### src/rtl/sd_spi_byte_xfer.sv
// sd_spi_byte_xfer
// SPI mode-0 (CPOL=0, CPHA=0) byte shifter sitting between the SD command/init
// FSM and the card pins. One byte is accepted per valid/ready handshake, shifted
// MSB-first on sd_cmd while 8 bits are captured from sd_data, and the captured
// byte is returned with a single-cycle rx_valid pulse. Chip select lives in the
// command FSM, not here.
//
// Timing of one byte (H = half period latched at accept):
//   accept edge -> LOW (H cycles) -> HIGH (H cycles) -> ... x8 bits -> DONE (1)
//   rx_valid / tx_ready rise 16*H+1 edges after the accept edge.
// MISO is sampled on the same clk edge that raises sd_cclk, i.e. one full
// half-period after sd_cmd was presented, which is what gives the card its
// setup margin. sd_data is deliberately not synchronised.

module sd_spi_byte_xfer #(
  parameter int CLK_DIVIDER_SLOW = 250,
  parameter int CLK_DIVIDER_FAST = 4,
  parameter int CNT_W            = 21
) (
  input  logic       clk,
  input  logic       rst_n,
  input  logic       fast_mode,
  input  logic       tx_valid,
  input  logic [7:0] tx_data,
  output logic       tx_ready,
  output logic       rx_valid,
  output logic [7:0] rx_data,
  output logic       busy,
  output logic       sd_cclk,
  output logic       sd_cmd,
  input  logic       sd_data
);

  // Half periods derived from the dividers; a divider below 2 would give a
  // zero half period, which is clamped to one clk cycle.
  localparam int HALF_SLOW_I = ((CLK_DIVIDER_SLOW >> 1) < 1) ? 1 : (CLK_DIVIDER_SLOW >> 1);
  localparam int HALF_FAST_I = ((CLK_DIVIDER_FAST >> 1) < 1) ? 1 : (CLK_DIVIDER_FAST >> 1);

  localparam logic [CNT_W-1:0] HALF_SLOW = CNT_W'(HALF_SLOW_I);
  localparam logic [CNT_W-1:0] HALF_FAST = CNT_W'(HALF_FAST_I);

  // FSM encoding
  localparam logic [1:0] S_IDLE = 2'd0;
  localparam logic [1:0] S_LOW  = 2'd1;
  localparam logic [1:0] S_HIGH = 2'd2;
  localparam logic [1:0] S_DONE = 2'd3;

  // Control state
  logic [1:0]       state_q,   state_d;
  logic [CNT_W-1:0] cnt_q,     cnt_d;
  logic [CNT_W-1:0] half_q,    half_d;
  logic [2:0]       bit_idx_q, bit_idx_d;

  // Datapath state
  // Only the 7 bits still to be sent are kept; bit 7 goes straight to sd_cmd
  // at accept time.
  logic [6:0]       tx_shift_q, tx_shift_d;
  logic [7:0]       rx_shift_q, rx_shift_d;
  logic [7:0]       rx_data_q,  rx_data_d;
  logic             rx_valid_q, rx_valid_d;
  logic             sclk_q,     sclk_d;
  logic             cmd_q,      cmd_d;

  logic             half_end;
  logic             last_bit;

  // End of the current half period of sd_cclk
  always_comb begin
    half_end = (cnt_q == (half_q - CNT_W'(1)));
    last_bit = (bit_idx_q == 3'd7);
  end

  // Next-state logic for the FSM, the half-period counter and both shifters
  always_comb begin
    state_d    = state_q;
    cnt_d      = cnt_q;
    half_d     = half_q;
    bit_idx_d  = bit_idx_q;
    tx_shift_d = tx_shift_q;
    rx_shift_d = rx_shift_q;
    rx_data_d  = rx_data_q;
    rx_valid_d = 1'b0;
    sclk_d     = sclk_q;
    cmd_d      = cmd_q;

    case (state_q)
      S_IDLE: begin
        // tx_ready is exactly "state is IDLE", so tx_valid alone accepts here.
        // fast_mode is only looked at now; later changes have no effect.
        if (tx_valid) begin
          tx_shift_d = tx_data[6:0];
          cmd_d      = tx_data[7];
          bit_idx_d  = 3'd0;
          cnt_d      = '0;
          half_d     = fast_mode ? HALF_FAST : HALF_SLOW;
          state_d    = S_LOW;
        end
      end

      S_LOW: begin
        if (half_end) begin
          // Rising edge of sd_cclk: capture MISO on this same clk edge.
          sclk_d     = 1'b1;
          rx_shift_d = {rx_shift_q[6:0], sd_data};
          cnt_d      = '0;
          state_d    = S_HIGH;
        end else begin
          cnt_d = cnt_q + CNT_W'(1);
        end
      end

      S_HIGH: begin
        if (half_end) begin
          // Falling edge of sd_cclk: the only place sd_cmd may change.
          sclk_d = 1'b0;
          cnt_d  = '0;
          if (last_bit) begin
            cmd_d   = 1'b1;
            state_d = S_DONE;
          end else begin
            bit_idx_d  = bit_idx_q + 3'd1;
            cmd_d      = tx_shift_q[6];
            tx_shift_d = {tx_shift_q[5:0], 1'b0};
            state_d    = S_LOW;
          end
        end else begin
          cnt_d = cnt_q + CNT_W'(1);
        end
      end

      S_DONE: begin
        rx_data_d  = rx_shift_q;
        rx_valid_d = 1'b1;
        state_d    = S_IDLE;
      end

      default: begin
        state_d = S_IDLE;
      end
    endcase
  end

  // Control registers; an asserted reset aborts any byte in flight
  always_ff @(posedge clk or negedge rst_n) begin
    if (!rst_n) begin
      state_q   <= S_IDLE;
      cnt_q     <= '0;
      half_q    <= HALF_SLOW;
      bit_idx_q <= 3'd0;
    end else begin
      state_q   <= state_d;
      cnt_q     <= cnt_d;
      half_q    <= half_d;
      bit_idx_q <= bit_idx_d;
    end
  end

  // Datapath and pin registers; pins return to their idle levels on reset
  always_ff @(posedge clk or negedge rst_n) begin
    if (!rst_n) begin
      tx_shift_q <= '0;
      rx_shift_q <= '0;
      rx_data_q  <= 8'h00;
      rx_valid_q <= 1'b0;
      sclk_q     <= 1'b0;
      cmd_q      <= 1'b1;
    end else begin
      tx_shift_q <= tx_shift_d;
      rx_shift_q <= rx_shift_d;
      rx_data_q  <= rx_data_d;
      rx_valid_q <= rx_valid_d;
      sclk_q     <= sclk_d;
      cmd_q      <= cmd_d;
    end
  end

  // Output mapping; ready/busy are combinational from the state
  always_comb begin
    tx_ready = (state_q == S_IDLE);
    busy     = (state_q != S_IDLE);
    rx_valid = rx_valid_q;
    rx_data  = rx_data_q;
    sd_cclk  = sclk_q;
    sd_cmd   = cmd_q;
  end

endmodule

### config.mk
export PLATFORM = sky130hd
export DESIGN_NAME = sd_spi_byte_xfer
export DESIGN_NICKNAME = d
export VERILOG_FILES = /design/src/rtl/sd_spi_byte_xfer.sv
export SDC_FILE = /design/constraint.sdc
export NUM_CORES = 1
export LEC_CHECK = 0
export ABC_AREA = 0
export CORE_UTILIZATION = 55
export CTS_CLUSTER_DIAMETER = 30
export CTS_CLUSTER_SIZE = 25
export DETAILED_ROUTE_END_ITERATION = 16
export DONT_BUFFER_PORTS = 1
export GPL_TIMING_DRIVEN = 0
export PLACE_DENSITY = 0.74
export RECOVER_POWER = 100
export SKIP_LAST_GASP = 1
export SLEW_MARGIN = 40
export SYNTH_ARGS = -nofsm -noshare
export SYNTH_HDL_FRONTEND = slang
export SYNTH_SLANG_ARGS = --single-unit
### constraint.sdc
create_clock -name clk -period 2 [get_ports clk]
set_input_delay 0.6 -clock clk [delete_from_list [all_inputs] [get_ports clk]]
set_output_delay 0.6 -clock clk [all_outputs]
set_load 0.005 [all_outputs]
; ---- Yosys cells after proc, flatten, opt, wreduce, memory -nomap -nowiden
; Index checks and enable logic that the tools add are counted.
[op_classes]
div_mod_pow = 0
eq_ne = 9
mux = 25
multipliers = 0
n_reduce_logical = 13
add_sub_neg = 3
shift = 0
bitwise = 0
order_cmp = 0
[op_table]
columns = cell, n
row1 = $mux W21, 2
row2 = $pmux W21 S2, 1
row3 = $mux W7, 4
row4 = $add A21 B1 Y21 const B, 1
row5 = $eq A21 B21 Y1, 1
row6 = $sub A21 B1 Y21 const B, 1
row7 = $pmux W7 S2, 1
row8 = $mux W3, 3
row9 = $reduce_and A3 Y1, 3
row10 = $mux W2, 4
row11 = $ne A2 B2 Y1 const B, 4
row12 = $pmux W2 S4, 1
row13 = $reduce_bool A2 Y1, 4
row14 = $mux W1, 6
row15 = $pmux W3 S2, 1
row16 = $reduce_and A2 Y1, 3
row17 = $eq A2 B2 Y1 const B, 2
row18 = $pmux W1 S2, 2
row19 = $reduce_and A4 Y1, 1
row20 = $add A3 B1 Y3 const B, 1
row21 = $eq A3 B3 Y1 const B, 1
row22 = $eq A2 B1 Y1 const B, 1
row23 = $logic_not A2 Y1, 1
row24 = $reduce_or A2 Y1, 1
[word_totals]
word_cells = 60
romBits = 0
latch_bits = 0
reg_bits = 73
input_bits = 13
ramBits = 0
n_memories = 0

; ---- Logic depth before layout (Yosys ltp)
; Gate-level depths: netlist of run 1.
[logic_depth]
word_depth = 4
ltp_mapped = 9

; ---- Worst setup path before layout of run 1
; No wires, ideal clock.
[synth_path]
kind = reg2reg
from = register half_q[5]
to = register tx_shift_q[1]
setup_ns = 0.123
synth_period_minus_slack_ns = 2.160
stages_incl_launch_ff = 9
arrival_time_ns = 2.037
n_path_buf = 1
setup_slack_ns = -0.160
path_cell_list = dfstp_2 > inv_1 > ha_1 > xor2_1 > and4_1 > o2111ai_1 > or3_1 > clkbuf_1 > o221a_2
[synth_via]
elab_chain_cells = 4
[synth_lines]
columns = item, line
row1 = start: declaration, 51  ; logic [CNT_W-1:0] half_q, half_d;
row2 = start signal: assignment, 153  ; half_q <= half_d;
row3 = $sub A21 B1 Y21, 69  ; half_end = (cnt_q == (half_q - CNT_W'(1)));
row4 = $eq A21 B21 Y1, 69
row5 = $ne A2 B2 Y1 (no source line), -
row6 = $reduce_and A4 Y1 (no source line), -
row7 = end signal: assignment, 168  ; tx_shift_q <= tx_shift_d;
row8 = end: declaration, 57  ; logic [6:0] tx_shift_q, tx_shift_d;
; No other way between the ends.
; A chain may end at the register's enable or synchronous reset.

; ---- Worst setup path after layout of run 1
[layout_path]
from = register half_q[5]
to = register tx_shift_q[4]
; The elaborated chain is that of the path after synthesis.

==> flow_summary.ini, run 1 <==
[run_status]
status = complete, but fails checks
violations = negative setup slack

[sta]
timing.final.ws_setup_ps = -439
relSlewSlack = 0.153
rsz0062_at_grt = true
fmax_ghz = 0.410
finClkSkew_ps = 8.57
finalSetupViolations = 39
post-route-min-period_ps = 2440
drv_slew = 0
setup-tns-final_ps = -5790
period_share = 1.22
worstMarginPinSlew_ps = 1270
hold_viol_final = 0

[logic_synthesis]
ys.flop_type = dfrtp_1
yosysMostFrequentCell = dfrtp_1
ys_types = 45
syn_area_mm2 = 0.00282
syn_area_per_cell_um2 = 10.1
synth_top_cells_by_count = dfrtp_1, nor2_1, nand2_1
synth.area.top_cells = dfrtp_1, mux2_2, ha_1
synth_edf_count = 0
yosysWarnings = 0
synth_nets = 303
synth_seq_area_share = 0.480
synth_top_cell_by_area = dfrtp_1
yosys.area.top_type_share = 0.462
syn_inst = 280
synth_seq_cells = 54
synth-async-reset-ratio = 1.00

[critical_path]
cp-start-kind = flop
crit_path_max_incr_delay_ps = 570
rrSetupSlack_ps = -440
crit_path_cell_trace = inv_4, ha_4, nor4_1, and4_1, o2111ai_4, buf_6, buf_12, o21ai_0, o221a_4
r2r-end = tx_shift_q[4]$_DFFE_PN0P_
crit_type = flop to flop
reg2regPathDepth = 9
critical_path.endpoint_type = flop
reg2reg_from = half_q[5]$_DFFE_PN1P_
critPathRequiredTime_ps = 2260
crit_fanout = 10
slowest_stage = dfstp_2
cp.arrival_ps = 2700

[power_and_ir_drop]
total_power_mw = 1.77
p_seq_frac = 0.616
swShare = 0.235
powerDensity_mw_per_mm2 = 531
p_clk_frac = 0.372
p_int_mw = 1.36
p_leak_nw = 1.39
ir_worst_vdd_mv = 0.320
power_frac_comb = 0.012
p_switching_uw = 417

[clock_network]
root_buffer = clkbuf_8
cts_max_level = 2
cts_buffers = 5
cts.sinks = 54
clk_pin_slew_ps = 100
cts_tree = done
clk_latency_ps = 320
clockBufferDepth = 2

[worst_hold_path]
hp-class = input port to asynchronous set/reset pin

[global_routing]
track_usage = 0.247
grt_pass1_wl_um = 10100
overflow = 0
grt_max_degree = 53
grt_pass1_vias = 2225
antenna_found_initial = 0

[placed_design]
dp_slack_ps = -423
portBuffers = 0
place_congestion = 0.860
dp_hpwl_um = 3990

[drt]
dr.pass1.iters = 5
postRouteWirelength_um = 6430
wl_per_cell_um = 17.7
ant_nets = 0
vias = 2200
initialDrtViolationCount = 201
drc = 0
vias_per_cell = 6.04

[finish]
diodes = 0
num-nets-final = 319
syn_to_final_growth_pct = 18.4
drive_above_1_share = 0.263
fillers = 351

[die]
num_rows = 25
dieArea_mm2 = 0.00542
start_util = 0.585
ios = 26
coreArea_mm2 = 0.00482
die_height_um = 73.6
die_w_um = 73.6

[job]
drv_cap = 0
## metrics by stage
stage | utilization | cells | area, um2 | hold slack [ps]
floorplan | - | 280 | 2860 | 304
global placement | 0.611 | 347 | 2940 | 305
detailed placement | 0.611 | 347 | 2940 | 305
CTS | 0.665 | 358 | 3200 | 107
global route | 0.693 | 364 | 3340 | 97.2
finish | 0.693 | 364 | 3340 | 111
## per-layer routing
layer / track usage / vias up / part of all wire
li1: - / 1037 / -
met1: 0.314 / 1084 / 0.42
met2: 0.418 / 67 / 0.49
met3: 0.0412 / 12 / 0.056
met4: 0.0983 / 0 / 0.028
met5: 0 / - / 0
## flip-flops by register name, summed over array words and instances (netlist names)
| signal | flops |
|---|---|
| half_q | 2 |
| bit_idx_q | 3 |
| sd_cmd | 1 |
| state_q | 2 |
| rx_shift_q | 8 |
| sd_cclk | 1 |
| tx_shift_q | 7 |
| rx_data | 8 |
| rx_valid | 1 |
| cnt_q | 21 |
## worst max-delay path: cells and delay by family, from the launching register on
family | cells | cell delay (ps)
AND/OR/NAND/NOR | 2 | 440
buffers and inverters | 3 | 380
AO/OA/AOI/OAI | 3 | 830
adder cells (fa/ha/maj) | 1 | 160
flip-flops | 1 | 570
## area by class of cell
class                   count  area, um2  area share
plain buffers              11       97.6      0.0292
clock buffers               5       68.8      0.0206
clock inverters             3       28.8     0.00862
inverters                  11       43.8      0.0131
multi-input cells         202       1570       0.472
flip-flops and latches     54       1350       0.406
well taps                  67       83.8      0.0251
repair buffers             11       87.6      0.0262
## worst max path at each step
stage / from / to / slack (ps) / depth (start not counted)
final: half_q[5]$_DFFE_PN1P_ / tx_shift_q[4]$_DFFE_PN0P_ / -440 / 9
after CTS: half_q[5]$_DFFE_PN1P_ / rx_shift_q[0]$_DFFE_PN0P_ / -210 / 8
after global routing: half_q[5]$_DFFE_PN1P_ / tx_shift_q[4]$_DFFE_PN0P_ / -490 / 9
after floorplan: half_q[5]$_DFFE_PN1P_ / tx_shift_q[1]$_DFFE_PN0P_ / -50 / 8
after detailed placement: state_q[0]$_DFFE_PN0P_ / cnt_q[14]$_DFFE_PN0P_ / -420 / 8
after global placement: state_q[0]$_DFFE_PN0P_ / cnt_q[20]$_DFFE_PN0P_ / -350 / 8
## placed cells by master, fill, tap and decap left out, types with 5 or more instances in the layout
cell	Yosys	final
xor2_1	13	13
buf_4	1	6
nand4_1	8	8
inv_1	11	9
nor2_1	33	33
mux2_2	15	15
dfrtp_1	52	52
mux2i_1	7	6
ha_1	10	9
nand2_1	24	23
o21ai_0	10	7
nand3_1	15	12
clkbuf_8	0	5
## logic make-up after synthesis
kind of cell    count (synthesis)  synth area share
mux                            24            0.0928
fa+ha+maj                      10            0.0444
flops                          54             0.480
compound gates                 43             0.108
buf+inv                        24            0.0360
simple gates                  109             0.189
xor+xnor                       16            0.0497
## what timing repair did
action | CTS | global route
hold buffers | 1 | 0
resized for setup | 23 | 28
gates cloned | 1 | 1
hold endpoints to repair | 52 | 0
endpoints found under the setup margin | 43 | 44
setup buffers | 3 | 5
pin swaps | 10 | 7
## power groups by stage
stage               sequential, mW  combinational, mW  clock, mW
finish                        1.09             0.0219      0.659
global route                  1.09             0.0269      0.708
CTS                           1.09             0.0280      0.665
detailed placement            1.11            0.00111          0
global placement              1.11            0.00109          0
floorplan                     1.11            0.00103          0
No activity file was read; power rests on OpenSTA's default activity.
==> run 2, diff against run 1 <==
ABC_AREA = unset   (was 0)
CTS_BUF_LIST = sky130_fd_sc_hd__clkbuf_8   (was unset)
==> results of run 2 <==
No change in the layout: final DEF, timing and power equal those of run 1.
